$ cat src/rtl/next_state_sequencer_if.sv
// Sequencer bus: control-word sequencing fields in, microstore address and status out.
interface next_state_sequencer_if #(
    parameter int unsigned AW = 6
);
    logic [2:0]    N;
    logic          inv;
    logic [1:0]    select;
    logic [AW-1:0] cr;
    logic [3:0]    cond_in;
    logic [AW-1:0] enc_state;
    logic [AW-1:0] state;
    logic          hold;
    logic          wd_fault;

    modport master (
        output N, inv, select, cr, cond_in, enc_state,
        input  state, hold, wd_fault
    );

    modport slave (
        input  N, inv, select, cr, cond_in, enc_state,
        output state, hold, wd_fault
    );
endinterface

$ cat src/rtl/next_state_sequencer.sv
// Microprogram sequencer: registers the next microstore address from the control word.
// Optional hold watchdog enabled by defining NEXT_STATE_SEQUENCER_WATCHDOG_EN.
module next_state_sequencer #(
    parameter int unsigned   AW          = 6,
    parameter logic [AW-1:0] RESET_STATE = AW'(0),
    parameter logic [AW-1:0] FAULT_STATE = AW'(63),
    parameter logic [7:0]    WD_LIMIT    = 8'd255
) (
    input logic                   clk,
    input logic                   reset_n,
    next_state_sequencer_if.slave bus
);

    localparam logic [2:0] N_DECODE  = 3'b000;
    localparam logic [2:0] N_RESET   = 3'b001;
    localparam logic [2:0] N_JUMP    = 3'b010;
    localparam logic [2:0] N_INCR    = 3'b011;
    localparam logic [2:0] N_CJ_INC  = 3'b100;
    localparam logic [2:0] N_CJ_DEC  = 3'b101;
    localparam logic [2:0] N_WAIT    = 3'b110;

    logic [AW-1:0] r_state;
    logic [AW-1:0] r_incr;
    logic [AW-1:0] w_next;
    logic          w_c;
    logic          w_hold;

    // Condition select and next-address mux
    always_comb begin
        w_c    = bus.cond_in[bus.select] ^ bus.inv;
        w_hold = 1'b0;
        w_next = r_state;
        case (bus.N)
            N_DECODE: w_next = bus.enc_state;
            N_RESET:  w_next = RESET_STATE;
            N_JUMP:   w_next = bus.cr;
            N_INCR:   w_next = r_incr;
            N_CJ_INC: w_next = w_c ? bus.cr : r_incr;
            N_CJ_DEC: w_next = w_c ? bus.cr : bus.enc_state;
            N_WAIT: begin
                if (w_c) begin
                    w_next = r_incr;
                end else begin
                    w_next = r_state;
                    w_hold = 1'b1;
                end
            end
            default:  w_next = RESET_STATE;
        endcase
    end

`ifdef NEXT_STATE_SEQUENCER_WATCHDOG_EN
    logic [7:0] r_wd_cnt;
    logic       r_wd_fault;
    logic       w_wd_fire;

    assign w_wd_fire = w_hold && (r_wd_cnt == WD_LIMIT);

    // Address registers with watchdog override on an over-long hold
    always_ff @(posedge clk) begin
        if (!reset_n) begin
            r_state    <= RESET_STATE;
            r_incr     <= RESET_STATE + AW'(1);
            r_wd_cnt   <= 8'd0;
            r_wd_fault <= 1'b0;
        end else if (w_wd_fire) begin
            r_state    <= FAULT_STATE;
            r_incr     <= FAULT_STATE + AW'(1);
            r_wd_cnt   <= 8'd0;
            r_wd_fault <= 1'b1;
        end else begin
            r_state  <= w_next;
            r_wd_cnt <= w_hold ? r_wd_cnt + 8'd1 : 8'd0;
            if (!w_hold) begin
                r_incr <= w_next + AW'(1);
            end
        end
    end

    assign bus.wd_fault = r_wd_fault;
`else
    logic w_unused_cfg;

    assign w_unused_cfg = ^{FAULT_STATE, WD_LIMIT};

    // Address registers; incrementer frozen during a hold
    always_ff @(posedge clk) begin
        if (!reset_n) begin
            r_state <= RESET_STATE;
            r_incr  <= RESET_STATE + AW'(1);
        end else begin
            r_state <= w_next;
            if (!w_hold) begin
                r_incr <= w_next + AW'(1);
            end
        end
    end

    assign bus.wd_fault = 1'b0;
`endif

    assign bus.state = r_state;
    assign bus.hold  = w_hold;

endmodule

$ cat src/flat_wrapper.sv
// flat-port wrapper written by rule: the top's interface ports become plain ports
module next_state_sequencer_flat 
#(
    parameter int unsigned   AW          = 6,
    parameter logic [AW-1:0] RESET_STATE = AW'(0),
    parameter logic [AW-1:0] FAULT_STATE = AW'(63),
    parameter logic [7:0]    WD_LIMIT    = 8'd255
)
  (clk, reset_n, bus_N, bus_inv, bus_select, bus_cr, bus_cond_in, bus_enc_state, bus_state, bus_hold, bus_wd_fault);
  next_state_sequencer_if #(.AW(AW)) bus_i ();
  input logic clk;
  input logic reset_n;
  input wire logic [$bits(bus_i.N)-1:0] bus_N;
  input wire logic [$bits(bus_i.inv)-1:0] bus_inv;
  input wire logic [$bits(bus_i.select)-1:0] bus_select;
  input wire logic [$bits(bus_i.cr)-1:0] bus_cr;
  input wire logic [$bits(bus_i.cond_in)-1:0] bus_cond_in;
  input wire logic [$bits(bus_i.enc_state)-1:0] bus_enc_state;
  output wire logic [$bits(bus_i.state)-1:0] bus_state;
  output wire logic [$bits(bus_i.hold)-1:0] bus_hold;
  output wire logic [$bits(bus_i.wd_fault)-1:0] bus_wd_fault;
  assign bus_i.N = bus_N;
  assign bus_i.inv = bus_inv;
  assign bus_i.select = bus_select;
  assign bus_i.cr = bus_cr;
  assign bus_i.cond_in = bus_cond_in;
  assign bus_i.enc_state = bus_enc_state;
  assign bus_state = bus_i.state;
  assign bus_hold = bus_i.hold;
  assign bus_wd_fault = bus_i.wd_fault;
  next_state_sequencer #(.AW(AW), .RESET_STATE(RESET_STATE), .FAULT_STATE(FAULT_STATE), .WD_LIMIT(WD_LIMIT)) u_core (.clk(clk), .reset_n(reset_n), .bus(bus_i));
endmodule
$ cat config.mk
export PLATFORM = sky130hd
export DESIGN_NAME = next_state_sequencer_flat
export DESIGN_NICKNAME = d
export VERILOG_FILES = /design/src/rtl/next_state_sequencer_if.sv /design/src/rtl/next_state_sequencer.sv /design/src/flat_wrapper.sv
export SDC_FILE = /design/constraint.sdc
export NUM_CORES = 1
export LEC_CHECK = 0
export BUFFER_PORTS_ARGS = -buffer_cell sky130_fd_sc_hd__buf_2
export CAP_MARGIN = 20
export CORE_AREA = 5 5 48 50
export CTS_BUF_LIST = sky130_fd_sc_hd__clkbuf_4
export DETAILED_ROUTE_END_ITERATION = 7
export DIE_AREA = 0 0 53 55
export GPL_ROUTABILITY_DRIVEN = 0
export HOLD_SLACK_MARGIN = 0.06
export PLACE_DENSITY = 0.84
export SLEW_MARGIN = 20
export SYNTH_ARGS = -nofsm -noshare
export SYNTH_HDL_FRONTEND = slang
export SYNTH_SLANG_ARGS = --single-unit
$ cat constraint.sdc
create_clock -name clk -period 3.95 [get_ports clk]
set_clock_uncertainty 0.15 [all_clocks]
set_input_delay 0.79 -clock clk [delete_from_list [all_inputs] [get_ports clk]]
set_output_delay 0.79 -clock clk [all_outputs]
set_load 0.02 [all_outputs]
# After elaboration in Yosys (flattened, before gate mapping)
# Index checks and enable logic that the tools add are counted.
# totals
regBits	12
output_inout_bits	8
elab_cells	19
# classes
addsub	1
order_cmp	1
n_eq_ne	5
mux	8
bitwise	1
n_reduce_logical	1
# op_table
op	count
$pmux W6 S6	1
$mux W6	3
$eq A3 B3 Y1 const B	3
$add A6 B1 Y6 const B	1
$eq A3 B2 Y1 const B	2
$logic_not A3 Y1	1
$lt A2 B3 Y1 const B	1
$mux W1	3
$bmux W1 S2	1
$xor A1 B1 Y1	1

# Logic depth before layout (Yosys ltp)
# Gate-level depths: netlist of run 1.
# logic_depth
depth_word	6
depth_mapped	10
depth_no_buf	9

# Worst setup path before layout of run 1
# Ideal clock, no wire load.
# synth_timing
kind	input to output
startpoint	in bus_select[0]
endpoint	out bus_hold
t_arrival_ns	2.234
required_time_ns	3.010
slack_ns	0.776
stages	4
n_path_buf	0
cell_sequence	mux4_2 -> xnor2_1 -> nand3_1 -> inv_1
# synth_via
elab_chain_cells	5
# synth_lines
element	line	source
start, declared	flat_wrapper.sv:15	input wire logic [$bits(bus_i.select)-1:0] bus_select;
$bmux W1 S2	next_state_sequencer.sv:30	w_c = bus.cond_in[bus.select] ^ bus.inv;
$mux W1 (implied by the code)	next_state_sequencer.sv:30	
$xor A1 B1 Y1	next_state_sequencer.sv:30	
$mux W1	next_state_sequencer.sv:41	if (w_c) begin
$mux W1	next_state_sequencer.sv:33	case (bus.N)
end, declared	flat_wrapper.sv:20	output wire logic [$bits(bus_i.hold)-1:0] bus_hold;
# Every way passes these cells. The select of a mux whose other input is x is not followed.

# Final worst setup path of run 1
# Ends and elaborated chain as after synthesis.

==> impl_metrics.yaml, run 1 <==
run_status:
  status: "finished, final reports clean"
synth:
  yosysWarnings: 0
  ys_ff_latch: 12
  synth.distinct_cells: 37
  syn_nets: 130
  synth_seq_area_share_pct: 29.09
  postSynthAreaPerCell_um2: 7.865
  netlist_area_um2: 825.8
  netlist_instances: 105
global_routing:
  antenna_found_initial: 0
  grt_max_degree: 20
  grt_pass1_vias: 816
  grt_pass1_wl_um: 3491
  grt_usage_pct: 16.52
  grt-ovfl-total: 0
sta:
  drv_slew: 0
  whs_ps: 309.7
  worst_pin_slew_ps: 509.3
  rsz0062_at_grt: "no"
  max_freq_ghz: 0.3096
  maxSlewHeadroom_pct: 65.82
  final.setup.tns_ps: 0
  setup_viol: 0
  period_minus_slack_ps: 3230
  finalHoldViolations: 0
  worst_slack_ps: 719.8
  timing.final.crit_share_pct: 81.78
clocking:
  htree_levels: 1
  hold_buffers: 0
  clock_sinks: 12
  insertion_delay_ps: 270
  cts-resized-gates: 0
  cts_tree: "built"
  cts_inserted_buffers: 3
  cts_root_buf: "clkbuf_4"
  clockBufferDepth: 2
  postCtsSetupRepairBufs: 0
  clk_pin_slew_worst_paths_ps: 70
critical_path:
  crit_top_cell: "buf_2"
  startpoint_type: "input port"
  r2r_setup_slack_ps: 1890
  cp.arrival_ps: 2290
  r2r-end: "u_core.r_incr[4]$_SDFFE_PN0N_"
  slowest_delay_ps: 540
  worst-path-max-fanout: 7
  path_delay_family: "buffers and inverters"
  cp_slowest_cell: "mux4_2"
  startpoint: "bus_select[0]"
  crit_required_ps: 3010
  rr_worst_depth: 8
  cp-end-kind: "primary output"
  r2r_start: "u_core.r_incr[0]$_SDFFE_PN1N_"
  crit_chain: "buf_2 > mux4_2 > xnor2_1 > buf_4 > nand3_1 > inv_1 > buf_2"
  path_buf_inv: 4
  path_class: "input port to primary output"
drt:
  drt_first_pass_iters: 4
  num_vias: 882
  wl_um: 2126
  wire_per_inst_um: 13.04
  post-route-drc-count: 0
  vias_per_cell: 5.411
  drt-initial-drc-count: 45
  antenna_left: 0
pwr:
  p_leak_nw: 0.4746
  power.density_mw_per_mm2: 310.3
  ir_drop_uv: 206.7
cells_and_area:
  fin_nets: 162
  diodes: 0
  multi_input_area_um2: 551.8
  areaGrowthSynthToFinish_pct: 24.55
  layout-drive-gt1-share_pct: 27.21
  seq_area_um2: 240.2
  fillCellCount: 184
worst_hold_path:
  hold_path_end: "u_core.r_incr[1]$_SDFFE_PN0N_"
  hold_class: "register to register"
  hp-start: "u_core.r_incr[1]$_SDFFE_PN0N_"
  min_path_cells: 2
floorplanning:
  coreArea_mm2: 0.001862
  start_util_pct: 44.35
  fp-row-count: 16
  dieArea_mm2: 0.002915
  die_w_um: 53
  io_pins: 32
  fp.dieH_um: 55
placed_design:
  post-dp-hpwl_um: 1669
  io_buffers: 30
  dp_slack_ps: 663.8
job:
  maxCapViolCount: 0
-- layout make-up --
class / count / area share (%)
Multi-Input combinational cell: 85 / 53.65
Sequential cell: 12 / 23.36
Timing Repair Buffer: 32 / 16.06
Tap cell: 27 / 3.285
Clock buffer: 3 / 2.190
Inverter: 3 / 1.095
Clock inverter: 1 / 0.3650
-- logic make-up after synthesis --
logic type               share of synthesized area (%)
AND/OR/NAND/NOR                                  30.76
AO/OA/AOI/OAI                                    18.94
flip-flops                                       29.09
buffers and inverters                            4.091
XOR/XNOR                                         7.424
multiplexers                                     7.727
adder cells (fa/ha/maj)                          1.515
other                                           0.4541
-- state kept, by name, indices dropped and copies added, names as in the netlist --
name              count
u_core.bus.state      6
u_core.r_incr         6
-- how the worst max path moves through the flow --
stage | endpoint | slack, ps | depth (start not counted)
2_1_floorplan | bus_hold | 780 | 4
3_3_place_gp | u_core.r_incr[4]$_SDFFE_PN0N_ | 740 | 9
3_5_place_dp | u_core.r_incr[4]$_SDFFE_PN0N_ | 660 | 9
4_1_cts | bus_hold | 710 | 7
5_1_grt | bus_hold | 600 | 7
6_report | bus_hold | 720 | 7
-- per-stage QoR --
| step | instance area [um^2] | util [%] | std cells | power, mW |
|---|---|---|---|---|
| floorplan | 825.8 | - | 105 | 0.2105 |
| global placement | 1002 | 53.83 | 159 | 0.2414 |
| detailed placement | 1002 | 53.83 | 159 | 0.2442 |
| CTS | 1028 | 55.24 | 163 | 0.3222 |
| global route | 1028 | 55.24 | 163 | 0.3444 |
| finish | 1028 | 55.24 | 163 | 0.3192 |
-- routing by layer --
metal	up-vias	global-route usage [%]	share of wire, %
met5	-	0	0
met4	0	11.91	1.8
met3	5	3.217	7.0
met2	33	26.86	52
met1	408	19.51	39
li1	436	-	-
-- cell usage after synthesis (all sizes together) --
cell / instances / area (um^2)
or3: 2 / 12.51
nand2b: 3 / 18.77
xnor2: 4 / 35.03
nor3: 1 / 5.000
nand4: 2 / 12.51
xor2: 3 / 26.28
conb: 1 / 3.750
o2bb2ai: 1 / 8.760
buf: 2 / 11.26
a21oi: 3 / 15.01
and3: 3 / 18.77
nand2: 12 / 45.04
inv: 3 / 11.26
a211oi: 2 / 20.02
and2: 5 / 31.28
a31oi: 2 / 12.51
a221o: 2 / 20.02
a21boi: 1 / 7.510
a22oi: 2 / 15.01
clkbuf: 3 / 11.26
nand3b: 1 / 7.510
mux2: 1 / 11.26
mux2i: 3 / 30.03
nor3b: 1 / 7.510
o22ai: 1 / 6.260
ha: 1 / 12.51
mux4: 1 / 22.52
nand3: 10 / 50.05
nor2b: 6 / 37.54
nor2: 2 / 7.510
o211ai: 1 / 7.510
o21ai: 7 / 35.03
a221oi: 1 / 8.760
dfxtp: 12 / 240.2
-- report_power, final --
group	switching [mW]	internal (mW)
Clock	0.0401	0.0366
Sequential	0.00650	0.133
Combinational	0.0576	0.0453
-- tightest hold or removal path, delay by kind of cell (launching register included) --
kind,cells,cell delay [ps]
flops,1,320
simple gates,1,50
compound gates,1,50
-- placed cells by master, fill, tap and decap left out, drive strengths merged, types with 2 or more instances in the layout --
master,netlist,routed
xor2,3,3
inv,3,3
dfxtp,12,12
a211oi,2,2
nor2b,6,6
a221o,2,2
a22oi,2,2
buf,2,32
or3,2,2
and2,5,5
and3,3,3
a31oi,2,2
xnor2,4,4
mux2i,3,3
a21oi,3,3
nand4,2,2
clkbuf,3,3
nor2,2,2
nand3,10,10
o21ai,7,7
nand2b,3,3
nand2,12,12
(Power assumes the default switching activity.)
==> run 2: changes to the inputs <==
==> constraint.sdc (replaced) <==
create_clock -name clk -period 3.4 [get_ports clk]
set_clock_uncertainty 0.15 [all_clocks]
set_input_delay 0.68 -clock clk [delete_from_list [all_inputs] [get_ports clk]]
set_output_delay 0.68 -clock clk [all_outputs]
set_load 0.02 [all_outputs]
==> impl_metrics.yaml, run 2 (synthesis gave the netlist of run 1 again) <==
cells_and_area:
  fillCellCount: 177
  fin_nets: 163
  final_cell_mix: "buf_2, nand2_1, dfxtp_1"
  diodes: 0
  layout-drive-gt1-share_pct: 27.94
  multi_input_area_um2: 551.8
  areaGrowthSynthToFinish_pct: 25.00
  seq_area_um2: 240.2
  final_core_util_pct: 55.44
  final_cell_area_mm2: 0.001032
  final_common_cell: "buf_2"
sta:
  worst_pin_slew_ps: 494.2
  max_freq_ghz: 0.3376
  rsz0062_at_grt: "no"
  finalHoldViolations: 0
  final.setup.tns_ps: 0
  drv_slew: 0
  timing.final.crit_share_pct: 87.12
  whs_ps: 309.6
  maxSlewHeadroom_pct: 66.83
  setup_viol: 0
  period_minus_slack_ps: 2962
critical_path:
  r2r-end: "u_core.r_incr[4]$_SDFFE_PN0N_"
  crit_required_ps: 3440
  worst-path-max-fanout: 4
  path_class: "input port to register"
  r2r_setup_slack_ps: 1290
  startpoint_type: "input port"
  cp-end-kind: "register"
  cp.arrival_ps: 3000
  rr_worst_depth: 8
  r2r_start: "u_core.r_incr[0]$_SDFFE_PN1N_"
clocking:
  clock_sinks: 12
  cts_root_buf: "clkbuf_4"
  postCtsSetupRepairBufs: 0
  cts-resized-gates: 0
  clockBufferDepth: 2
  cts_inserted_buffers: 3
  cts_tree: "built"
  insertion_delay_ps: 280
  hold_buffers: 0
  clk_pin_slew_worst_paths_ps: 70
  htree_levels: 1
global_routing:
  grt_pass1_vias: 921
  grt_usage_pct: 17.64
  grt_max_degree: 20
  grt-ovfl-total: 0
  grt_pass1_wl_um: 3774
  antenna_found_initial: 0
floorplanning:
  die_w_um: 53
  io_pins: 32
  fp-row-count: 16
  start_util_pct: 44.35
  dieArea_mm2: 0.002915
  fp.dieH_um: 55
  coreArea_mm2: 0.001862
pwr:
  p_leak_nw: 0.4784
  power.density_mw_per_mm2: 359.4
  ir_drop_uv: 192.0
placed_design:
  post-dp-hpwl_um: 1794
  io_buffers: 30
  postPlaceCellArea_mm2: 0.001010
worst_hold_path:
  hold_path_end: "u_core.r_incr[1]$_SDFFE_PN0N_"
  hp-start: "u_core.r_incr[1]$_SDFFE_PN0N_"
  hold_class: "register to register"
  min_path_cells: 2
drt:
  wl_um: 2227
  vias_per_cell: 5.595
  drt_first_pass_iters: 4
  drt-initial-drc-count: 40
  num_vias: 912
  wire_per_inst_um: 13.66
  antenna_left: 0
  post-route-drc-count: 0
job:
  maxCapViolCount: 0
run_status:
  status: "finished, final reports clean"
==> run 2: changes by cell type in the layout (fill, tap and decap cells not counted), sizes merged <==
cell	before	now
buf	32	33
clkinv	1	0
==> run 2: worst max-delay path by stage <==
stage / from / end
final: bus_select[0] / u_core.r_incr[4]$_SDFFE_PN0N_
after CTS: bus_select[0] / u_core.r_incr[4]$_SDFFE_PN0N_
after floorplan: bus_select[0] / bus_hold
after global routing: bus_select[0] / u_core.r_incr[4]$_SDFFE_PN0N_
after global placement: bus_select[0] / u_core.r_incr[4]$_SDFFE_PN0N_
after detailed placement: bus_select[0] / u_core.r_incr[4]$_SDFFE_PN0N_
==> run 2: cell type report <==
class	instances	area share (%)
multi-input cells	85	53.45
flip-flops and latches	12	23.27
repair buffers	33	16.73
well taps	27	3.273
clock buffers	3	2.182
inverters	3	1.091
==> run 2: where the power goes <==
| group | internal, mW | switching [mW] | leakage [nW] |
|---|---|---|---|
| clock network | 0.0411 | 0.0463 | 0.0138 |
| registers | 0.155 | 0.00696 | 0.0987 |
| logic | 0.0532 | 0.0688 | 0.366 |
| total | 0.249 | 0.122 | 0.478 |
==> run 2: stage by stage <==
step	power, mW	instances	setup slack [ps]
2_1_floorplan	0.2446	105	446.3
3_3_place_gp	0.2809	160	300.5
3_5_place_dp	0.2848	160	192.7
4_1_cts	0.3704	163	465.9
5_1_grt	0.3950	163	342.4
6_report	0.3710	163	437.9
==> run 2: critical path: stages <==
cell and delay (ps):
buf_2 90, mux4_2 540, xor2_1 280, mux2_1 350
a221o_1 410, ha_1 250, nand3_1 90, xor2_1 70
a211oi_1 250
==> run 2: routing by layer <==
| layer | vias to the layer above | GRT usage (%) | wire [um] | part of all wire [%] |
|---|---|---|---|---|
| li1 | 443 | - | - | - |
| met1 | 430 | 18.64 | 888 | 40 |
| met2 | 28 | 32.02 | 1139 | 51 |
| met3 | 11 | 3.485 | 128 | 5.7 |
| met4 | 0 | 11.49 | 71 | 3.2 |
| met5 | - | 0 | 0 | 0 |
